[src/rtl/dma_streamer.sv]
// -----------------------------------------------------------------------------
// dma_streamer
//
// Splits a single DMA descriptor (start address, byte count, INCR/FIXED mode)
// into a sequence of AXI-style burst requests. Each request carries address,
// burst length (alen = beats-1), beat size, byte strobes and the burst mode.
// INCR bursts are clipped so they never cross a 4 KB page. FIXED bursts are
// limited to 16 beats. A trailing partial word goes out as a single-beat
// burst with a partial strobe.
//
// Optional feature (macro DMA_STREAMER_PERF_EN):
//   defined   -> burst_cnt_o counts accepted bursts. It clears on an accepted
//                start and saturates at 0xFFFF.
//   undefined -> burst_cnt_o is tied to zero and no counter exists.
//
// Ports
//   clk, rst            clock; asynchronous active-high reset
//   start_i             descriptor launch pulse (honoured only when idle)
//   abort_i             level; no new burst is issued after the pending one
//   desc_addr_i         start byte address
//   desc_bytes_i        total byte count
//   desc_incr_i         1 = INCR, 0 = FIXED
//   req_valid_o         burst request valid
//   req_ready_i         burst request accepted
//   req_addr_o          burst start address
//   req_alen_o          beats - 1
//   req_size_o          log2(DATA_BYTES)
//   req_strb_o          byte strobes
//   req_incr_o          burst mode
//   busy_o              not idle
//   done_o              one-cycle completion pulse
//   err_o               sticky misaligned-start error
//   burst_cnt_o         accepted-burst counter (see macro above)
// -----------------------------------------------------------------------------
module dma_streamer #(
  parameter int ADDR_WIDTH = 32,
  parameter int DATA_BYTES = 4,
  parameter int MAX_BEATS  = 256
) (
  input  logic                  clk,
  input  logic                  rst,
  input  logic                  start_i,
  input  logic                  abort_i,
  input  logic [ADDR_WIDTH-1:0] desc_addr_i,
  input  logic [31:0]           desc_bytes_i,
  input  logic                  desc_incr_i,
  output logic                  req_valid_o,
  input  logic                  req_ready_i,
  output logic [ADDR_WIDTH-1:0] req_addr_o,
  output logic [7:0]            req_alen_o,
  output logic [2:0]            req_size_o,
  output logic [DATA_BYTES-1:0] req_strb_o,
  output logic                  req_incr_o,
  output logic                  busy_o,
  output logic                  done_o,
  output logic                  err_o,
  output logic [15:0]           burst_cnt_o
);

  localparam int SIZE = $clog2(DATA_BYTES);

  typedef enum logic [1:0] {
    ST_IDLE,
    ST_REQ,
    ST_DONE
  } state_t;

  state_t state, state_nxt;

  logic [ADDR_WIDTH-1:0] cur_addr;
  logic [31:0]           rem_bytes;
  logic                  incr_mode;
  logic                  err_q;
  // Remembers an abort seen while a request was stalled, so a short abort
  // pulse still ends the transfer after the pending handshake.
  logic                  abort_pend;

  logic                  start_ok;
  logic                  misaligned;
  logic                  handshake;

  logic [31:0]           full_beats;
  logic [31:0]           page_beats;
  logic [31:0]           beats;
  logic                  tail;
  logic [31:0]           burst_bytes;
  logic [31:0]           rem_nxt;
  logic [7:0]            alen;
  logic [DATA_BYTES-1:0] strb;

  assign start_ok   = (state == ST_IDLE) && start_i;
  assign misaligned = (desc_addr_i & ADDR_WIDTH'(DATA_BYTES - 1)) != '0;
  assign handshake  = (state == ST_REQ) && req_ready_i;

  // ---------------------------------------------------------------------------
  // Burst sizing from registered cur_addr / rem_bytes only, so the payload is
  // stable while the request is stalled.
  // ---------------------------------------------------------------------------
  always_comb begin
    // NOTE: every always_comb output gets a default first; a path that leaves
    // a signal unassigned would infer a latch.
    full_beats  = rem_bytes >> SIZE;
    // Beats left before the next 4 KB page boundary (cur_addr is aligned).
    page_beats  = 32'((13'd4096 - {1'b0, cur_addr[11:0]}) >> SIZE);
    beats       = full_beats;
    tail        = (full_beats == '0);
    burst_bytes = '0;
    alen        = '0;
    strb        = '1;

    if (incr_mode) begin
      if (beats > 32'(MAX_BEATS)) beats = 32'(MAX_BEATS);
      if (beats > page_beats)     beats = page_beats;
    end else begin
      if (beats > 32'd16)         beats = 32'd16;
    end

    if (tail) begin
      // Partial last word: one beat, strobe only the remaining bytes.
      burst_bytes = rem_bytes;
      alen        = '0;
      for (int i = 0; i < DATA_BYTES; i++) begin
        strb[i] = (32'(i) < rem_bytes);
      end
    end else begin
      burst_bytes = beats << SIZE;
      alen        = 8'(beats - 32'd1);
    end
  end

  assign rem_nxt = rem_bytes - burst_bytes;

  // ---------------------------------------------------------------------------
  // FSM
  // ---------------------------------------------------------------------------
  always_ff @(posedge clk or posedge rst) begin
    // NOTE: sequential state uses non-blocking (<=) so every register samples
    // pre-edge values regardless of statement order.
    if (rst) state <= ST_IDLE;
    else     state <= state_nxt;
  end

  always_comb begin
    state_nxt = state;
    unique case (state)
      ST_IDLE: begin
        if (start_i) begin
          if (desc_bytes_i == '0 || misaligned) state_nxt = ST_DONE;
          else                                  state_nxt = ST_REQ;
        end
      end
      ST_REQ: begin
        if (handshake && (rem_nxt == '0 || abort_i || abort_pend)) begin
          state_nxt = ST_DONE;
        end
      end
      ST_DONE: state_nxt = ST_IDLE;
      default: state_nxt = ST_IDLE;
    endcase
  end

  // ---------------------------------------------------------------------------
  // Descriptor / progress registers
  // ---------------------------------------------------------------------------
  always_ff @(posedge clk or posedge rst) begin
    if (rst) begin
      cur_addr   <= '0;
      rem_bytes  <= '0;
      incr_mode  <= 1'b0;
      err_q      <= 1'b0;
      abort_pend <= 1'b0;
    end else if (start_ok) begin
      cur_addr   <= desc_addr_i;
      rem_bytes  <= desc_bytes_i;
      incr_mode  <= desc_incr_i;
      err_q      <= misaligned;
      abort_pend <= 1'b0;
    end else if (state == ST_REQ) begin
      if (abort_i) abort_pend <= 1'b1;
      if (handshake) begin
        rem_bytes <= rem_nxt;
        // Address wraps naturally modulo 2^ADDR_WIDTH.
        if (incr_mode) cur_addr <= cur_addr + ADDR_WIDTH'(burst_bytes);
      end
    end
  end

  // ---------------------------------------------------------------------------
  // Outputs: payload is forced to zero outside REQ so reset/idle show zeros.
  // ---------------------------------------------------------------------------
  assign req_valid_o = (state == ST_REQ);
  assign req_addr_o  = req_valid_o ? cur_addr : '0;
  assign req_alen_o  = req_valid_o ? alen : '0;
  assign req_size_o  = req_valid_o ? 3'(SIZE) : '0;
  assign req_strb_o  = req_valid_o ? strb : '0;
  assign req_incr_o  = req_valid_o && incr_mode;
  assign busy_o      = (state != ST_IDLE);
  assign done_o      = (state == ST_DONE);
  assign err_o       = err_q;

`ifdef DMA_STREAMER_PERF_EN
  logic [15:0] burst_cnt;

  always_ff @(posedge clk or posedge rst) begin
    if (rst) begin
      burst_cnt <= '0;
    end else if (start_ok) begin
      burst_cnt <= '0;
    end else if (handshake && burst_cnt != 16'hFFFF) begin
      burst_cnt <= burst_cnt + 16'd1;
    end
  end

  assign burst_cnt_o = burst_cnt;
`else
  assign burst_cnt_o = '0;
`endif

endmodule
[config.mk]
export PLATFORM = sky130hd
export DESIGN_NAME = dma_streamer
export DESIGN_NICKNAME = d
export VERILOG_FILES = /design/src/rtl/dma_streamer.sv
export SDC_FILE = /design/constraint.sdc
export NUM_CORES = 1
export LEC_CHECK = 0
export CORE_MARGIN = 3
export CORE_UTILIZATION = 35
export CTS_CLUSTER_SIZE = 12
export DETAILED_ROUTE_END_ITERATION = 16
export GPL_ROUTABILITY_DRIVEN = 0
export HOLD_SLACK_MARGIN = 0.05
export PLACE_DENSITY = 0.57
export RECOVER_POWER = 50
export SETUP_SLACK_MARGIN = 0.15
export SYNTH_ARGS = -nofsm -noshare
export SYNTH_HDL_FRONTEND = slang
export SYNTH_SLANG_ARGS = --single-unit
[constraint.sdc]
create_clock -name clk -period 17.8 [get_ports clk]
set_input_delay 5.34 -clock clk [delete_from_list [all_inputs] [get_ports clk]]
set_output_delay 5.34 -clock clk [all_outputs]
set_load 0.05 [all_outputs]
==> impl_results.md <==
- Status: finished with violations
- Failing checks: max-capacitance violations, max-slew violations
- Leakage: roughly 4.5 nW
- Slew Viols, Final: between 200 and 250
- Core area: about 24000 um^2
- Compound-Gate Fraction of Synth Area: 0.3041
- Switching Share: 0.5451
- Port buffer count: roughly 120
- Pin count of the biggest net entering global routing: 83
- Initial core utilization: 0.3569
- GRT overflow: 0
- Post-DP HPWL: approximately 22 mm
- DRC: 0
- Syn avg cell area: ~7.5 um^2
- Buf/Inv on CP: 2
- Post-synthesis sequential area ratio: 0.2055
- RSZ-0062 raised after global routing: no
- Count of final setup violators: 0
- Syn-to-layout area delta: 21.52%
- Clk slew on worst S/H paths: 60 ps
- Synth Area in Simple Gates: 0.2503
- Number of synthesized flops with an enable pin: 0
- IO Pins: around 140
- Post-synthesis mux area share: 0.008487
- Xor/xnor share of the synthesized area: 0.05524
- Final worst path period need: about 11000 ps
- Delay of the slowest critical-path stage: between 800 and 900 ps
- WP data required: roughly 12000 ps
- Hold violation count in the final report: 0
- Largest family of logic cells by synthesized area: compound AO/OA/AOI/OAI gates
- Number of synthesized register bits: 69
- CTS Buf Count: 9
- Setup Skew: roughly 11 ps
- # nets final: about 1400
- H-tree depth: 3
- Die area: 25900 um^2
- Max rail drop VDD: about 0.083 mV
- Hold buffer count at CTS: 0
- Routed WL per cell: ~18 um
- Highest Clock Rate: between 80 and 90 MHz
- Fillers: ~2500
- Seq pwr share: 0.161
- Design Area, Final: 10210 um^2
- Detail Route Antenna Nets: 0
- Critical path arrival: 6100 ps
- Worst hold slack: 497.1 ps
- Resize count post-CTS: 0
- Vias in the first global route: between 8000 and 9000
- Die H: between 150 and 200 um
- Internal power: roughly 0.96 mW
- Critical Path Fanout Max: 10
- Row count: 56
- Cell family with most CP delay: compound AO/OA/AOI/OAI gates
- Slew @ Worst Pin: about 4100 ps
- Share of post-route cells with drive strength above 1: 0.04341
- Clock power frac: 0.100
- Worst setup SP type: register
- Vias: a little under 9000
- TNS Setup: 0 ps
- Post-synth cell types: slightly below 90
- First-pass GRT wire length: 45.74 mm
- Drt pass-1 iters: 5
- Placement Cell Area: just under 10000 um^2
- Clock Latency Late Sink: between 300 and 400 ps
- Max-Cap Viols: 3
- Adder-Cell Fraction of Synth Area: 0.1096
- CTS tree: yes
- Root Driver: clkbuf_16
- Setup WS post-layout: around 6400 ps
- PwrDens: between 200 and 250 nW/um^2
- Post-synth top flop: dfrtp_1
- CP dominant cell by count: a21o_1
- Final WL: roughly 28 mm
- Critical path type: reg -> out
- Post-Place Setup Slack: between 6000 and 7000 ps
- Sw power: 1.146 mW
- DRT iter0 DRCs: 664
- Worst-path cell chain: or4_1 > or3_1 > nor3_2 > nand2_1 > inv_1 > ha_1 > a21o_1 > a21o_1 > a211oi_1 > o21ai_0 > o221ai_1 > o221ai_2 > a2111oi_4 > nand4_1 > xnor2_1 > nor2_1 > clkdlybuf4s50_1
- Initial antenna violation count: 1
- Postcts setup bufs: 0
- Clk buf depth: 2
- Syn. warnings: 0
- Post-Syn Instances: 1116
- Die Span X: roughly 160 um
- Final core occ: 0.4337
- FFs w/ async S/R, synth: 1.000
- Setup crit end kind: output pin
- Cell Area, Synth: about 8400 um^2
- CTS sink count: a little under 70
- Overall Global Routing Usage: 0.2175
- Rel. slew slack: -1.705
- Vias per inst: between 5 and 6
- Worst path slowest cell: clkdlybuf4s50_1
- Hold Crit Class: reg -> reg
- Logic pwr share: 0.739
- Final period utilization: 0.6426
registers in the layout, indices dropped and copies added (netlist names):
signal	cells
abort_pend	1
state	2
cur_addr	32
incr_mode	1
err_o	1
rem_bytes	32
Yosys cell counts, types with 4 or more instances:
master    number  area [um^2]
o21bai_1       7        52.55
inv_1         50        187.7
and3_1        17        106.4
dfrtp_1       69         1727
o31ai_1        9        67.56
nor2_1        84        315.3
o21a_1        12        90.09
o211ai_1       5        37.54
a22oi_1       28        210.2
buf_4         19        142.6
or2_2          6        37.54
nand2b_1       7        43.79
a221oi_1       5        43.79
clkbuf_1      42        157.7
mux2i_1        6        60.06
a31oi_1       20        125.1
or4_1          4        30.03
o31a_1         6        52.55
a211oi_1      14        105.1
and2_1        49        306.5
o21ai_0       87        435.4
a21boi_0       5        37.54
nor4_1        20        125.1
nand2_1      116        435.4
nand4_1       16        100.1
nor2b_1        7        43.79
ha_1          72        900.9
o311ai_0       5        43.79
a21o_1        39        292.8
a21oi_1       84        420.4
a2111o_1       4        45.04
xor2_1        23        201.4
nor3_1        24        120.1
a211o_1        6        52.55
or3_1         14        87.58
xnor2_1       30        262.8
nand3_1       22        110.1
buf_1          4        15.01
per-stage QoR:
step                std cells  total power [mW]
finish                   1564             2.102
floorplan                1171             1.467
CTS                      1563             2.091
global route             1564             2.287
global placement         1547             1.862
detailed placement       1547             1.869
cells in the final DEF, fill, tap and decap left out, types with 5 or more instances in the layout:
cell type / n
a21o_1: 39
a221oi_1: 5
mux2i_1: 6
xor2_1: 23
nand4_1: 16
a211o_1: 6
or2_2: 6
and2_1: 48
o311ai_0: 5
a22oi_1: 28
nor2_1: 83
clkbuf_16: 9
o211ai_1: 5
ha_1: 72
nand3_1: 22
inv_1: 49
and3_1: 17
o21a_1: 12
a21oi_1: 84
nor3_1: 24
or3_1: 14
o31ai_1: 9
conb_1: 57
nand2_1: 115
a31oi_1: 20
o21ai_0: 87
nor2b_1: 7
dfrtp_1: 69
o31a_1: 6
nand2b_1: 7
o21bai_1: 7
nor4_1: 20
xnor2_1: 30
clkdlybuf4s50_1: 115
a211oi_1: 14
a21boi_0: 5
power by group through the flow:
stage / Sequential, mW / Combinational (mW) / Clock [mW]
5_1_grt: 0.352 / 1.71 / 0.222
6_report: 0.338 / 1.55 / 0.210
3_3_place_gp: 0.335 / 1.53 / 0
3_5_place_dp: 0.339 / 1.53 / 0
2_1_floorplan: 0.301 / 1.17 / 0
4_1_cts: 0.337 / 1.54 / 0.215
metal layers:
metal,share of wire,wire length (um),GRT usage,vias to the layer above
met3,0.041,1177,0.02399,39
li1,-,-,-,4294
met4,0.024,674,0.06257,0
met1,0.47,13380,0.3018,4205
met2,0.47,13270,0.3584,231
met5,0,0,0,-
layout make-up:
cell class	instances	area, um^2	area share
clock buffers	10	239.0	0.02340
multi-input cells	983	6334	0.6203
well taps	319	399.1	0.03909
diodes	1	2.502	0.0002451
clock inverters	6	93.84	0.009190
inverters	50	187.7	0.01838
repair buffers	126	1229	0.1203
flip-flops and latches	69	1727	0.1691
cells by family (layout without fill, tap and decap cells):
group | count (synthesis) | count (layout)
AO/OA/AOI/OAI | 379 | 379
XOR/XNOR | 53 | 53
adder cells (fa/ha/maj) | 73 | 73
buffers and inverters | 119 | 192
flip-flops | 69 | 69
multiplexers | 7 | 7
other | 2 | 58
AND/OR/NAND/NOR | 414 | 414
worst paths after layout:
kind | start | slack [ps] | endpoint | cells past startpoint
worst min register to register | abort_pend | 500 | abort_pend | 2
worst min-delay path | abort_pend | 500 | abort_pend | 2
max in group asynchronous | rst | 8490 | rem_bytes[14] | 3
worst max-delay path | rem_bytes[31] | 6360 | req_alen_o[7] | 17
min in group asynchronous | rst | 7030 | cur_addr[26] | 3
worst max register to register | rem_bytes[31] | 10010 | state[0] | 26
worst min-delay path, delay by kind of cell, from the launching register on:
family	cells	cell delay, ps
simple gates	1	70
flops	1	340
compound gates	1	50
Note: power is estimated with default switching activity, not from simulation.
